$ cat src/rtl/load_store_unit.sv
// load_store_unit: RV32I load/store unit with a request/grant/rvalid memory port and timeout.
module load_store_unit #(
  parameter int TIMEOUT_CYCLES = 255
) (
  input  logic        clk,
  input  logic        rstN,
  input  logic        req_valid,
  output logic        req_ready,
  input  logic        req_store,
  input  logic [2:0]  req_funct3,
  input  logic [31:0] req_addr,
  input  logic [31:0] req_wdata,
  input  logic [4:0]  req_rd,
  output logic        resp_valid,
  output logic        resp_we,
  output logic [4:0]  resp_rd,
  output logic [31:0] resp_rdata,
  output logic        resp_err,
  output logic        mem_req,
  output logic        mem_we,
  output logic [31:0] mem_addr,
  output logic [3:0]  mem_be,
  output logic [31:0] mem_wdata,
  input  logic        mem_gnt,
  input  logic        mem_rvalid,
  input  logic [31:0] mem_rdata
);
  localparam logic [1:0] IDLE = 2'd0, REQ = 2'd1, WAIT = 2'd2, RESP = 2'd3;
  localparam logic [15:0] last_cnt = 16'(TIMEOUT_CYCLES - 1);
  logic [1:0]  state, state_n;
  logic        live, store_q, err_q, accept, bad, expired, stalled;
  logic [2:0]  f3_q;
  logic [4:0]  rd_q;
  logic [15:0] cnt;
  logic [31:0] addr_q, wdata_q, rdata_q, lane, ext;
  logic [3:0]  be;
  assign req_ready = live && state == IDLE;
  assign accept = req_valid && req_ready;
  assign bad = req_funct3[1:0] == 2'b11 || (req_funct3[2] && (req_store || req_funct3[1])) ||
               (req_funct3[1:0] == 2'b01 && req_addr[0]) ||
               (req_funct3[1:0] == 2'b10 && req_addr[1:0] != 2'b00);
  assign expired = cnt == last_cnt;
  assign stalled = (state == REQ && !mem_gnt) || (state == WAIT && !mem_rvalid);
  always_comb begin
    state_n = state;
    case (state)
      IDLE:    state_n = accept ? (bad ? RESP : REQ) : IDLE;
      REQ:     state_n = mem_gnt ? (store_q ? RESP : WAIT) : (expired ? RESP : REQ);
      WAIT:    state_n = (mem_rvalid || expired) ? RESP : WAIT;
      default: state_n = IDLE;
    endcase
  end
  assign be = f3_q[1] ? 4'hf : f3_q[0] ? (addr_q[1] ? 4'hc : 4'h3) : 4'b0001 << addr_q[1:0];
  assign lane = mem_rdata >> {addr_q[1:0], 3'b000};
  // funct3[2] marks the unsigned variants, which suppress sign extension
  assign ext = f3_q[1] ? lane :
               f3_q[0] ? {{16{!f3_q[2] && lane[15]}}, lane[15:0]} :
                         {{24{!f3_q[2] && lane[7]}}, lane[7:0]};
  always_ff @(posedge clk) begin
    if (!rstN) begin
      state   <= IDLE;
      live    <= 1'b0;
      cnt     <= '0;
      store_q <= 1'b0;
      err_q   <= 1'b0;
      f3_q    <= '0;
      rd_q    <= '0;
      addr_q  <= '0;
      wdata_q <= '0;
      rdata_q <= '0;
    end else begin
      live  <= 1'b1;
      state <= state_n;
      cnt   <= (accept || (state == REQ && mem_gnt)) ? '0 : stalled ? cnt + 16'd1 : cnt;
      if (accept) begin
        store_q <= req_store;
        err_q   <= bad;
        f3_q    <= req_funct3;
        rd_q    <= req_rd;
        addr_q  <= req_addr;
        wdata_q <= req_wdata;
      end
      if (stalled && expired) err_q <= 1'b1;
      if (state == WAIT && mem_rvalid) rdata_q <= ext;
    end
  end
  assign mem_req   = state == REQ;
  assign mem_we    = mem_req && store_q;
  assign mem_addr  = mem_req ? {addr_q[31:2], 2'b00} : '0;
  assign mem_be    = mem_req ? be : '0;
  assign mem_wdata = !mem_we ? '0 : f3_q[1] ? wdata_q : f3_q[0] ? {2{wdata_q[15:0]}} : {4{wdata_q[7:0]}};
  assign resp_valid = state == RESP;
  assign resp_we    = resp_valid && !store_q && !err_q;
  assign resp_err   = resp_valid && err_q;
  assign resp_rd    = resp_we ? rd_q : '0;
  assign resp_rdata = resp_we ? rdata_q : '0;
endmodule

$ cat config.mk
export PLATFORM = sky130hd
export DESIGN_NAME = load_store_unit
export DESIGN_NICKNAME = d
export VERILOG_FILES = /design/src/rtl/load_store_unit.sv
export SDC_FILE = /design/constraint.sdc
export NUM_CORES = 1
export LEC_CHECK = 0
export CAP_MARGIN = 40
export CORE_ASPECT_RATIO = 0.8
export CORE_MARGIN = 3
export CORE_UTILIZATION = 38
export DETAILED_ROUTE_END_ITERATION = 12
export GPL_ROUTABILITY_DRIVEN = 0
export MAX_ROUTING_LAYER = met4
export PLACE_DENSITY = 0.8
export SYNTH_ARGS = -nofsm -noshare
export SYNTH_HDL_FRONTEND = slang
export SYNTH_SLANG_ARGS = --single-unit
$ cat constraint.sdc
create_clock -name clk -period 2.3 [get_ports clk]
set_clock_uncertainty 0.05 [all_clocks]
set_input_delay 0.46 -clock clk [delete_from_list [all_inputs] [get_ports clk]]
set_output_delay 0.46 -clock clk [all_outputs]
set_load 0.1 [all_outputs]
==> flow_metrics.tcl <==
set metrics [dict create \
    finalHoldViolCount 0 \
    wl_per_cell_microns 17.68 \
    required_ps 1790 \
    final_common_cell "nand2_1" \
    die_w_microns 149.8 \
    async_flop_share 0 \
    yosysWarnings 0 \
    worstMarginPinSlew_ps 568.0 \
    diodes 0 \
    dp_slack_ps 143.9 \
    start_util 0.3925 \
    drc_errors 0 \
    nFillCells 1187 \
    crit_chain "nand2_2 -> nor3_4 -> buf_12 -> clkbuf_16 -> and2_2 -> buf_12" \
    maxCapViolCount 0 \
    drv_slew 0 \
    yosysSeqAreaShare 0.3983 \
    start_kind "flip-flop" \
    final.setup.worst_slack_ps 30.51 \
    cts_buffers 17 \
    rows 41 \
    hold_path_class "reg2reg" \
    yosysUniqueCellTypes 50 \
    drt_first_iter_violations 338 \
    outcome "finished clean" \
    grt_antenna_before_repair 0 \
    endpoint_kind "primary output" \
    setup_viol 0 \
    final_cell_mix "nand2_1 (201), dfxtp_1 (121), buf_12 (119), a21oi_1 (118), clkdlybuf4s50_1 (109)" \
    grt_pass1_wl_mm 34.69 \
    dr.pass1.iters 5 \
    irDropWorstVdd_mv 0.5944 \
    ys_ff_latch 125 \
    ant_nets 0 \
    hpwl_mm 15.39 \
    syn2layout_area_growth_pct 74.75 \
    drt-total-wl_mm 22.40 \
    clk_latency_ps 410 \
    vias_per_cell 5.247 \
    track_usage 0.2488 \
    timing.final.crit_share 0.9867 \
    synth_edf_count 0 \
    grt_pass1_vias 6623 \
    fp.dieArea_sq_um 18120 \
    core_sq_um 16010 \
    setup_tns_ps 0 \
    cts_root_buf "clkbuf_16" \
    netlist_instances 831 \
    synth.avg_cell_area_sq_um 7.560 \
    worst_slew_margin_rel 0.6199 \
    clk_pin_slew_ps 60 \
    port_buffers 218 \
    fin_crit_ps 2269 \
    cts_tree "built" \
    grt_max_degree 62 \
    die_h_microns 121.0 \
    overflow 0 \
    cp.arrival_ps 1760 \
    crit_path_frequent_cell "buf_12" \
    criticalPathCategory "reg2out" \
    synthFlopType "dfxtp_1" \
    cts_hold_buffers 0 \
    htreeDepth 4 \
    fmax_ghz 0.4406 \
    nNetsFinal 1151 \
    cp_max_fo 16 \
    cts_buffer_depth 2 \
    p_per_area_nw_per_um2 616.9 \
    syn_area_sq_um 6282 \
    critPathMaxStageDelay_ps 370 \
    drive_gt1_frac 0.2880 \
    num_io_pins 221 \
    via_count 6648 \
    rsz0062_at_grt "yes" \
    cpMaxStageDelayCell "dfxtp_2" \
    cts.sinks 125 \
    p_leak_nw 3.993 \
]
-- flip-flops by register name (all words and copies together), names as in the netlist --
register	cells
addr_q	32
rdata_q	32
wdata_q	32
cnt	16
rd_q	5
f3_q	3
state	2
err_q	1
live	1
store_q	1
-- logic make-up (layout without fill, tap and decap cells) --
logic type | count (synthesis) | after routing | share of synthesized area
AND/OR/NAND/NOR | 383 | 383 | 0.2874
AO/OA/AOI/OAI | 194 | 194 | 0.1661
flip-flops | 125 | 125 | 0.3983
buffers and inverters | 76 | 296 | 0.06274
multiplexers | 40 | 40 | 0.06692
XOR/XNOR | 10 | 10 | 0.01394
adder cells (fa/ha/maj) | 2 | 2 | 0.003983
other | 1 | 2 | 0.0005969
-- final cells by class --
cell class | instances | area, sq um | area share
clock buffer | 17 | 425.4 | 0.03875
tap | 215 | 269.0 | 0.02450
multi-input combinational | 631 | 3792 | 0.3455
clock inverter | 15 | 256.5 | 0.02336
sequential | 125 | 2507 | 0.2284
timing repair buffer | 253 | 3686 | 0.3358
inverter | 11 | 41.29 | 0.003761
-- timing repair --
item                       4_1_cts  5_1_grt
setup endpoints to repair       25       75
pin swaps                        0        1
cloned                           0        1
resized for setup                8       21
setup buffers                    0        1
-- routing by layer --
layer | GRT usage | part of all wire | vias up
met3 | 0.1023 | 0.11 | 41
met5 | - | 0 | -
met2 | 0.4073 | 0.48 | 290
met4 | 0.07200 | 0.022 | 0
li1 | - | - | 3182
met1 | 0.2815 | 0.39 | 3135
-- critical path, delay by kind of cell, from the launching register on --
family / cells / cell delay, ps
DFF: 1 / 370
and+or+nand+nor: 3 / 490
buffers and inverters: 3 / 490
-- stage by stage --
step | instance area (sq um) | std cells | hold WS, ps | util | power [W]
after global routing | 10980 | 1267 | 418.6 | 0.6859 | 0.006996
after CTS | 10870 | 1265 | 400.3 | 0.6789 | 0.006775
after global placement | 10150 | 1233 | 387.0 | 0.6343 | 0.003602
after floorplan | 6615 | 832 | 381.7 | - | 0.003126
final | 10980 | 1267 | 398.6 | 0.6859 | 0.006773
after detailed placement | 10150 | 1233 | 391.9 | 0.6343 | 0.003630
-- cells in the mapped netlist, types with 10 or more instances --
| library cell | instances | area, sq um |
|---|---|---|
| nor2_1 | 52 | 195.2 |
| o21ai_0 | 39 | 195.2 |
| clkbuf_1 | 40 | 150.1 |
| mux2i_1 | 24 | 240.2 |
| nand2_1 | 204 | 765.7 |
| mux2_2 | 16 | 180.2 |
| buf_6 | 10 | 112.6 |
| o211ai_1 | 11 | 82.58 |
| a21oi_1 | 131 | 655.6 |
| inv_1 | 10 | 37.54 |
| and3_1 | 12 | 75.07 |
| dfxtp_1 | 125 | 2502 |
| and2_1 | 77 | 481.7 |
-- path summary, 6_finish.rpt --
path,start,endpoint,slack (ps),cells past startpoint
worst max-delay path,state[0],resp_rdata[5],30,6
worst min-delay path,rd_q[3],rd_q[3],400,2
worst max register to register,addr_q[1],rdata_q[15],440,4
worst min register to register,rd_q[3],rd_q[3],400,2
-- power by group --
| group | leakage (nW) | switching, W | internal, W |
|---|---|---|---|
| sequential | 1.02 | 0.0000988 | 0.00230 |
| clock | 0.325 | 0.00109 | 0.00205 |
| combinational | 2.65 | 0.000700 | 0.000527 |
Note: power is estimated with default switching activity, not from simulation.
